File: src/rtl/mem_arbiter.sv
// Byte-serial arbiter sharing one RAM port between instruction fetch and MEM loads/stores.
// Reads: N+1 cycles grant->done. Writes: N cycles. Waiting requesters are stalled through stallreq_*.
module mem_arbiter #(
    parameter int ADDR_WIDTH = 32
) (
    input  logic                  clk,
    input  logic                  rst,
    input  logic                  if_req,
    input  logic [ADDR_WIDTH-1:0] if_addr,
    input  logic                  mem_req,
    input  logic                  mem_we,
    input  logic [ADDR_WIDTH-1:0] mem_addr,
    input  logic [1:0]            mem_sel,
    input  logic                  mem_signed,
    input  logic [31:0]           mem_wdata,
    input  logic [7:0]            ram_din,
    output logic [ADDR_WIDTH-1:0] ram_addr,
    output logic [7:0]            ram_dout,
    output logic                  ram_wr,
    output logic                  if_done,
    output logic [31:0]           if_inst,
    output logic                  mem_done,
    output logic [31:0]           mem_rdata,
    output logic                  stallreq_if,
    output logic                  stallreq_mem
);

    typedef enum logic [2:0] {IDLE, IF_RD, LD, ST, RESP} state_t;

    state_t      state, state_nxt;
    logic [2:0]  cnt, cnt_nxt;
    logic [2:0]  len;
    logic        gnt_mem;
    logic        sgn;
    logic [31:0] wdata;
    logic [31:0] rd_buf;
    logic [31:0] rd_next;
    logic [31:0] ld_ext;
    logic [1:0]  bidx;

    function automatic logic [2:0] sel_len(input logic [1:0] s);
        case (s)
            2'b00:   return 3'd1;
            2'b01:   return 3'd2;
            default: return 3'd4;
        endcase
    endfunction

    always_comb begin
        state_nxt = state;
        cnt_nxt   = cnt;
        case (state)
            IDLE: begin
                cnt_nxt = 3'd0;
                if (mem_req)     state_nxt = mem_we ? ST : LD;
                else if (if_req) state_nxt = IF_RD;
            end
            // Reads spend one extra cycle because RAM data trails its address by one cycle.
            IF_RD, LD: begin
                cnt_nxt = cnt + 3'd1;
                if (cnt == len) state_nxt = RESP;
            end
            ST: begin
                cnt_nxt = cnt + 3'd1;
                if (cnt == len - 3'd1) state_nxt = RESP;
            end
            RESP:    state_nxt = IDLE;
            default: state_nxt = IDLE;
        endcase
    end

    // Byte arriving in cycle cnt belongs to the address issued in cycle cnt-1.
    always_comb begin
        bidx    = cnt[1:0] - 2'd1;
        rd_next = rd_buf;
        rd_next[{bidx, 3'b000} +: 8] = ram_din;
        case (len)
            3'd1:    ld_ext = {{24{sgn & rd_next[7]}}, rd_next[7:0]};
            3'd2:    ld_ext = {{16{sgn & rd_next[15]}}, rd_next[15:0]};
            default: ld_ext = rd_next;
        endcase
    end

    always_ff @(posedge clk or negedge rst) begin
        if (!rst) begin
            state     <= IDLE;
            cnt       <= 3'd0;
            len       <= 3'd0;
            gnt_mem   <= 1'b0;
            sgn       <= 1'b0;
            wdata     <= 32'h0;
            rd_buf    <= 32'h0;
            ram_addr  <= '0;
            if_inst   <= 32'h0;
            mem_rdata <= 32'h0;
        end else begin
            state <= state_nxt;
            cnt   <= cnt_nxt;
            case (state)
                IDLE: begin
                    rd_buf <= 32'h0;
                    if (mem_req) begin
                        gnt_mem  <= 1'b1;
                        len      <= sel_len(mem_sel);
                        sgn      <= mem_signed;
                        wdata    <= mem_wdata;
                        ram_addr <= mem_addr;
                    end else if (if_req) begin
                        gnt_mem  <= 1'b0;
                        len      <= 3'd4;
                        sgn      <= 1'b0;
                        ram_addr <= if_addr;
                    end
                end
                IF_RD, LD: begin
                    if (cnt < len - 3'd1) ram_addr <= ram_addr + ADDR_WIDTH'(1);
                    if (cnt != 3'd0) rd_buf <= rd_next;
                    if (cnt == len) begin
                        if (state == IF_RD) if_inst   <= rd_next;
                        else                mem_rdata <= ld_ext;
                    end
                end
                ST: begin
                    if (cnt < len - 3'd1) ram_addr <= ram_addr + ADDR_WIDTH'(1);
                end
                default: ;
            endcase
        end
    end

    assign ram_wr       = (state == ST);
    assign ram_dout     = (state == ST) ? wdata[{cnt[1:0], 3'b000} +: 8] : 8'h00;
    assign if_done      = (state == RESP) && !gnt_mem;
    assign mem_done     = (state == RESP) && gnt_mem;
    assign stallreq_if  = if_req && !if_done;
    assign stallreq_mem = mem_req && !mem_done;

endmodule

File: config.mk
export PLATFORM = sky130hd
export DESIGN_NAME = mem_arbiter
export DESIGN_NICKNAME = d
export VERILOG_FILES = /design/src/rtl/mem_arbiter.sv
export SDC_FILE = /design/constraint.sdc
export NUM_CORES = 1
export LEC_CHECK = 0
export ABC_AREA = 0
export CAP_MARGIN = 15
export CELL_PAD_IN_SITES_DETAIL_PLACEMENT = 0
export CELL_PAD_IN_SITES_GLOBAL_PLACEMENT = 1
export CORE_UTILIZATION = 37
export CTS_CLUSTER_SIZE = 8
export DETAILED_ROUTE_END_ITERATION = 16
export GPL_TIMING_DRIVEN = 0
export PLACE_DENSITY_LB_ADDON = 0.1
export SYNTH_ARGS = -nofsm -noshare
export SYNTH_HDL_FRONTEND = slang
export SYNTH_SLANG_ARGS = --single-unit
File: constraint.sdc
create_clock -name clk -period 3.3 [get_ports clk]
set_input_delay 0.66 -clock clk [delete_from_list [all_inputs] [get_ports clk]]
set_output_delay 0.66 -clock clk [all_outputs]
set_load 0.01 [all_outputs]
==> summary.txt, run 1 <==
Setup path
  • Arrival time at the worst endpoint: around 2.4 ns
  • Largest fanout of any net on the critical path: 10
  • Critical Path Start Type: flop
  • Setup slack on the worst flop-to-flop path: 0.28 ns
  • Capturing element type of the critical path: primary output
  • WP data required: around 2.6 ns
  • Crit Path Category: flop to primary output
  • Capturing point of the worst reg2reg path: mem_rdata[29]$_DFFE_PN0P_
  • Reg-to-Reg Start: cnt[1]$_DFFE_PN0P_
  • R2R cell count: 8

Synthesis
  • Syn Nets: 1041
  • Flip-flop and latch count after synthesis: between 150 and 200
  • Number of warning messages in the yosys log: 0
  • Number of distinct standard cells referenced by the synthesized netlist: 55
  • Top flip-flop cell by instance count after synthesis: sky130_fd_sc_hd__dfrtp_1
  • Share of the yosys chip area belonging to registers: roughly 50%
  • Total standard cell area after synthesis: roughly 8600 sq um
  • EDFF count, synth: 0
  • Async set or reset register ratio after synthesis: 100%
  • Average footprint of a synthesized cell: 9.34 sq um
  • Cell count after synthesis: between 900 and 1000

Finish
  • Commonest cells after routing, fill and taps aside: sky130_fd_sc_hd__clkdlybuf4s50_1 (218), sky130_fd_sc_hd__dfrtp_1 (171), sky130_fd_sc_hd__nand2_1 (150), sky130_fd_sc_hd__nor2_1 (97), sky130_fd_sc_hd__a21oi_1 (77)
  • Nets: 1281
  • Total of fill cells in the finished design: approximately 2100
  • Number of antenna cells inserted: 0
  • Post-layout instance count excluding filler cells: 1455
  • Layout cell share with drive strength beyond 1: under 10%
  • Layout overhead on the synthesized area: 37.1%
  • Most common cell after layout, fill and taps aside: sky130_fd_sc_hd__clkdlybuf4s50_1
  • Layout Cell Area excl Fill: about 12000 sq um

Global route
  • Overflow left after global routing: 0
  • Largest net degree at the start of global routing: about 110
  • Initial antenna violation count: 0
  • GRT Util Overall: a little under a quarter
  • Number of global-route vias before repair: roughly 7900
  • Global-route wire length before repair: 43700 um

CTS
  • TritonCTS clock tree: done
  • Clock insertion delay at the later pin of the skew report: roughly 0.44 ns
  • Clock Path Buffers: 2
  • Root Buffer: sky130_fd_sc_hd__clkbuf_16
  • Clock transition time at the flip-flop clock pins of the worst setup and hold paths: 0.08 ns
  • Inserted Clock Buffers: 17
  • # H-tree levels: 4
  • Total number of clock tree sinks: ~170

Placement
  • Worst slack at placement: -0.145 ns
  • Detailed placement HPWL: roughly 20000 um
  • Last weighted congestion value of the routability-driven placer: approximately 0.85
  • IO buf count: 219
  • Placed cells: about 1400
  • Post-detailed-placement cell area: ~11000 sq um

Routing
  • Average detailed-routed wire length per instance: around 19 um
  • DR vias/cell: between 5 and 6
  • First-pass DRT Iterations: 5
  • First-iteration detailed-routing DRC count: around 490
  • Vias after detailed routing: just under 8000
  • Residual DRC count: 0
  • Aggregate routed wire length: around 27000 um
  • Number of nets still failing antenna checks after routing: 0

STA
  • Final hold violation count: 0
  • Transition time at the pin with the least slew margin: about 1.1 ns
  • Max-slew headroom: a little under 30%
  • Post-route clock skew: 0.0169 ns
  • Final max-slew violation count: 0
  • Number of setup violations in the final report: 0
  • Unrepaired setup endpoints after global routing: no
  • Fmax: between 300 and 400 MHz
  • Accumulated negative setup slack: 0 ns
  • Post-route worst setup slack: around 0.21 ns
  • Crit path time final: 3.09 ns
  • Final period utilization: between 90% and 100%

Pwr
  • Peak supply drop: slightly below 500 uV
  • Areal power density over the cells: roughly 980 nW/um^2
  • Static leakage power: 4.91 nW

Die
  • Overall die height: 154 um
  • Effective utilization at floorplan: 37.8%
  • Top-Level Pins: 221
  • Horizontal die dimension: between 150 and 200 um
  • Row count: 55
  • Die Footprint: between 20000 and 25000 sq um
  • Core outline area: ~23000 sq um

Outcome
  • Run status: complete, no violations

Job
  • Max-capacitance violation count: 0

Min path
  • Min-delay worst type: primary input to asynchronous set/reset pin
## layer usage
| metal | vias to the layer above | global-route usage, % | part of all wire (%) |
|---|---|---|---|
| met2 | 246 | 39.8 | 48 |
| met4 | 0 | 5.95 | 1.3 |
| li1 | 3743 | - | - |
| met1 | 3805 | 31.3 | 44 |
| met3 | 24 | 4.99 | 5.9 |
| met5 | - | 0 | 0 |
## cells by family after synthesis
group / synth area share, %
flip-flops: 49.9
AO/OA/AOI/OAI: 19.2
buffers and inverters: 3.29
multiplexers: 5.05
XOR/XNOR: 0.409
AND/OR/NAND/NOR: 20.4
adder cells (fa/ha/maj): 1.75
## power by group
group	switching, W	internal, W
sequential	0.000668	0.00299
clock	0.000967	0.00101
combinational	0.00323	0.00261
total	0.00486	0.00661
## how the worst max path moves through the flow
stage,startpoint,to
3_3_place_gp,rst,wdata[9]$_DFFE_PN0P_
2_1_floorplan,cnt[1]$_DFFE_PN0P_,mem_rdata[22]$_DFFE_PN0P_
5_1_grt,cnt[1]$_DFFE_PN0P_,mem_rdata[24]$_DFFE_PN0P_
4_1_cts,state[0]$_DFFE_PN0P_,ram_dout[6]
6_report,cnt[0]$_DFFE_PN0P_,ram_dout[5]
3_5_place_dp,cnt[1]$_DFFE_PN0P_,mem_rdata[29]$_DFFE_PN0P_
## worst max-delay path, cell delays in order, from the launching register on
cell and delay, ns:
sky130_fd_sc_hd__dfrtp_1 0.51, sky130_fd_sc_hd__buf_4 0.31, sky130_fd_sc_hd__mux4_2 0.54, sky130_fd_sc_hd__nor2b_1 0.15
sky130_fd_sc_hd__clkdlybuf4s50_1 0.49
## cell type report
cell class	instances	area (sq um)	share of cell area [%]
Multi-Input combinational cell	675	4010	34.2
Clock buffer	17	425	3.62
Clock inverter	15	149	1.27
Buffer	61	249	2.12
Inverter	10	37.5	0.320
Tap cell	285	357	3.04
Timing Repair Buffer	221	2230	19.0
Sequential cell	171	4280	36.4
## registers in the layout, indices dropped and copies added, names as in the netlist
register   flops
rd_buf        32
mem_rdata     32
if_inst       32
cnt            3
ram_addr      32
gnt_mem        1
state          3
wdata         32
sgn            1
len            3
## what timing repair did
| item | CTS | global route |
|---|---|---|
| hold buffers | 0 | 0 |
| gates resized for setup | 6 | 1 |
| setup buffers | 0 | 1 |
| pin swaps | 0 | 0 |
| endpoints found under the setup margin | 18 | 13 |
## synthesized netlist by cell type (3+ instances only)
cell type                    n  area share, %
sky130_fd_sc_hd__o22ai_1     5           0.37
sky130_fd_sc_hd__o31ai_1     3           0.26
sky130_fd_sc_hd__a21oi_1    77            4.5
sky130_fd_sc_hd__inv_1      10           0.44
sky130_fd_sc_hd__dfrtp_1   171             50
sky130_fd_sc_hd__nand2b_1    3           0.22
sky130_fd_sc_hd__nor2b_1    61            4.5
sky130_fd_sc_hd__o32ai_1     3           0.31
sky130_fd_sc_hd__nand3_1    14           0.82
sky130_fd_sc_hd__o21ai_0    47            2.7
sky130_fd_sc_hd__nand2_1   150            6.6
sky130_fd_sc_hd__a31oi_1    30            2.2
sky130_fd_sc_hd__o22a_1     33            3.4
sky130_fd_sc_hd__a211oi_1   18            1.6
sky130_fd_sc_hd__nand3b_1    4           0.35
sky130_fd_sc_hd__nor2_1     97            4.3
sky130_fd_sc_hd__mux4_2      8            2.1
sky130_fd_sc_hd__mux2_2     10            1.3
sky130_fd_sc_hd__ha_1       12            1.8
sky130_fd_sc_hd__and4_1      4           0.41
sky130_fd_sc_hd__clkbuf_1   42            1.8
sky130_fd_sc_hd__buf_1       7           0.31
sky130_fd_sc_hd__xor2_1      3           0.31
sky130_fd_sc_hd__nand4_1     7           0.51
sky130_fd_sc_hd__and3_1      9           0.66
sky130_fd_sc_hd__a22o_1     14            1.4
sky130_fd_sc_hd__nor4_1      5           0.37
sky130_fd_sc_hd__mux2i_1    14            1.6
sky130_fd_sc_hd__a311oi_1    4           0.41
sky130_fd_sc_hd__nor3_1      9           0.53
sky130_fd_sc_hd__buf_2      12           0.70
## through the flow
step,total power [W],hold WS [ns],utilization [%]
finish,0.0115,0.246,51.9
global route,0.0123,0.305,51.9
CTS,0.0116,0.296,51.8
detailed placement,0.00956,0.460,49.2
global placement,0.00948,0.454,49.1
floorplan,0.00689,0.364,-
Note: power is estimated with default switching activity, not from simulation.
==> run 2, diff against run 1 <==
--- a/config.mk
+++ b/config.mk
@@ -13,6 +13,7 @@
 export CTS_CLUSTER_SIZE = 8
 export DETAILED_ROUTE_END_ITERATION = 16
 export GPL_TIMING_DRIVEN = 0
+export MAX_ROUTING_LAYER = met4
 export PLACE_DENSITY_LB_ADDON = 0.1
 export SYNTH_ARGS = -nofsm -noshare
 export SYNTH_HDL_FRONTEND = slang
==> summary.txt, run 2 (same netlist as run 1, synthesis figures left out) <==
Outcome
  • Run status: complete, no violations (unchanged)

Setup path
  • Largest fanout of any net on the critical path: 10 (unchanged)
  • Crit Path Category: flop to primary output (unchanged)
  • Reg-to-Reg Start: cnt[1]$_DFFE_PN0P_ (unchanged)
  • Timing startpoint of the critical path: cnt[0]$_DFFE_PN0P_ (unchanged)
  • WP data required: 2.64 ns (about the same)
  • Arrival time at the worst endpoint: 2.44 ns (was 2.43 ns)
  • Setup slack on the worst flop-to-flop path: 0.29 ns (was 0.28 ns)
  • Critical Path Start Type: flop (unchanged)
  • Capturing element type of the critical path: primary output (unchanged)

Die
  • Effective utilization at floorplan: 37.8% (unchanged)
  • Core outline area: 22600 sq um (unchanged)
  • Horizontal die dimension: 154 um (unchanged)
  • Overall die height: 154 um (unchanged)
  • Die Footprint: 23800 sq um (unchanged)
  • Top-Level Pins: 221 (unchanged)
  • Row count: 55 (unchanged)

CTS
  • Root Buffer: sky130_fd_sc_hd__clkbuf_16 (unchanged)
  • Clock Path Buffers: 2 (unchanged)
  • TritonCTS clock tree: done (unchanged)
  • Number of buffers added to fix hold violations after cts: 0 (unchanged)
  • Total number of clock tree sinks: 171 (unchanged)
  • # H-tree levels: 4 (unchanged)
  • Inserted Clock Buffers: 17 (unchanged)
  • Clock insertion delay at the later pin of the skew report: 0.44 ns (about the same)
  • Clock transition time at the flip-flop clock pins of the worst setup and hold paths: 0.08 ns (about the same)

Routing
  • Aggregate routed wire length: 27200 um (about the same)
  • Number of nets still failing antenna checks after routing: 0 (unchanged)
  • Average detailed-routed wire length per instance: 18.7 um (about the same)
  • First-pass DRT Iterations: 5 (unchanged)
  • Vias after detailed routing: 7842 (was 7818)
  • DR vias/cell: 5.39 (was 5.37)
  • First-iteration detailed-routing DRC count: 445 (was 489)
  • Residual DRC count: 0 (unchanged)

Finish
  • Post-layout instance count excluding filler cells: 1455 (unchanged)
  • Most common cell after layout, fill and taps aside: sky130_fd_sc_hd__clkdlybuf4s50_1 (unchanged)
  • Layout cell share with drive strength beyond 1: 6.58% (unchanged)
  • Number of antenna cells inserted: 0 (unchanged)
  • Nets: 1281 (unchanged)
  • Layout overhead on the synthesized area: 37.1% (unchanged)
  • Commonest cells after routing, fill and taps aside: sky130_fd_sc_hd__clkdlybuf4s50_1 (218), sky130_fd_sc_hd__dfrtp_1 (171), sky130_fd_sc_hd__nand2_1 (150), sky130_fd_sc_hd__nor2_1 (97), sky130_fd_sc_hd__a21oi_1 (77) (unchanged)

STA
  • Crit path time final: 3.10 ns (was 3.09 ns)
  • Final max-slew violation count: 0 (unchanged)
  • Fmax: 323 MHz (about the same)
  • Worst hold margin: 0.250 ns (was 0.246 ns)
  • Unrepaired setup endpoints after global routing: no (unchanged)
  • Transition time at the pin with the least slew margin: 1.05 ns (about the same)
  • Final hold violation count: 0 (unchanged)
  • Final period utilization: 94.0% (was 93.7%)
  • Number of setup violations in the final report: 0 (unchanged)
  • Max-slew headroom: 29.2% (was 29.3%)
  • Post-route clock skew: 0.0191 ns (was 0.0169 ns)

Placement
  • Placed cells: 1422 (unchanged)
  • Detailed placement HPWL: 19400 um (unchanged)
  • Last weighted congestion value of the routability-driven placer: 0.866 (was 0.853)
  • IO buf count: 219 (unchanged)

Pwr
  • Combinational share of power: 50.9% (about the same)
  • Switching Fraction: 42.4% (about the same)
  • Net Switching: 0.00488 W (was 0.00486 W)
  • Internal Power: 0.00662 W (was 0.00661 W)
  • Areal power density over the cells: 979 nW/um^2 (was 978 nW/um^2)
  • Peak supply drop: 489 uV (was 491 uV)
  • Static leakage power: 4.91 nW (unchanged)
  • Power share of the sequential group: 31.9% (about the same)
  • Clk pwr share: 17.2% (about the same)

Min path
  • Min-delay worst type: primary input to asynchronous set/reset pin (unchanged)

Global route
  • Largest net degree at the start of global routing: 105 (unchanged)
  • Number of global-route vias before repair: 7916 (was 7904)
  • Overflow left after global routing: 0 (unchanged)
  • Initial antenna violation count: 0 (unchanged)
  • GRT Util Overall: 24.5% (was 23.8%)
  • Global-route wire length before repair: 43800 um (was 43700 um)

Job
  • Max-capacitance violation count: 0 (unchanged)
## run 2: cell counts in the layout (fill, tap and decap cells not counted)
No cell type changed its count.
## run 2: layer usage
metal  up-vias  GRT usage (%)  share of wire, %
li1       3742              -                 -
met1      3844           31.7                45
met2       232           39.8                49
met3        24           4.48               4.9
met4         0           5.95               1.3
met5         -              -                 0
## run 2: final cells by class
class	instances	area, sq um
Buffer	61	249
Clock inverter	15	149
Timing Repair Buffer	221	2230
Sequential cell	171	4280
Multi-Input combinational cell	675	4010
Fill cell	2140	10900
Tap cell	285	357
Clock buffer	17	425
Inverter	10	37.5
## run 2: final timing paths
| path | end | depth (start not counted) |
|---|---|---|
| max | ram_dout[5] | 4 |
| min | mem_rdata[29]$_DFFE_PN0P_ | 1 |
| max reg2reg | mem_rdata[29]$_DFFE_PN0P_ | 8 |
| min reg2reg | rd_buf[7]$_DFFE_PN0P_ | 2 |
| max in group asynchronous | wdata[30]$_DFFE_PN0P_ | 2 |
| min in group clk | rd_buf[7]$_DFFE_PN0P_ | 2 |
## run 2: critical path: stages (launching register included)
cell and delay (ns):
sky130_fd_sc_hd__dfrtp_1 0.51, sky130_fd_sc_hd__buf_4 0.31, sky130_fd_sc_hd__mux4_2 0.54, sky130_fd_sc_hd__nor2b_1 0.15
sky130_fd_sc_hd__clkdlybuf4s50_1 0.49
## run 2: power groups by stage
stage,clock (W),combinational [W],sequential [W]
floorplan,0,0.00308,0.00381
global placement,0,0.00579,0.00368
detailed placement,0,0.00587,0.00369
CTS,0.00201,0.00589,0.00367
global route,0.00211,0.00642,0.00378
finish,0.00198,0.00585,0.00367
## run 2: through the flow
step | utilization [%] | TNS, ns | worst slack (ns) | instance area, sq um | power, W
floorplan | - | 0 | 0.843 | 8570 | 0.00689
global placement | 49.1 | -1010.79 | -5.93 | 11100 | 0.00948
detailed placement | 49.2 | -1.27 | -0.145 | 11100 | 0.00956
CTS | 51.8 | 0 | 0.0363 | 11700 | 0.0116
global route | 51.9 | 0 | 0.0776 | 11700 | 0.0123
finish | 51.9 | 0 | 0.199 | 11700 | 0.0115
## run 2: timing repair
item / CTS / global route
gates resized for setup: 6 / 1
endpoints found under the setup margin: 18 / 13
setup buffers: 0 / 1
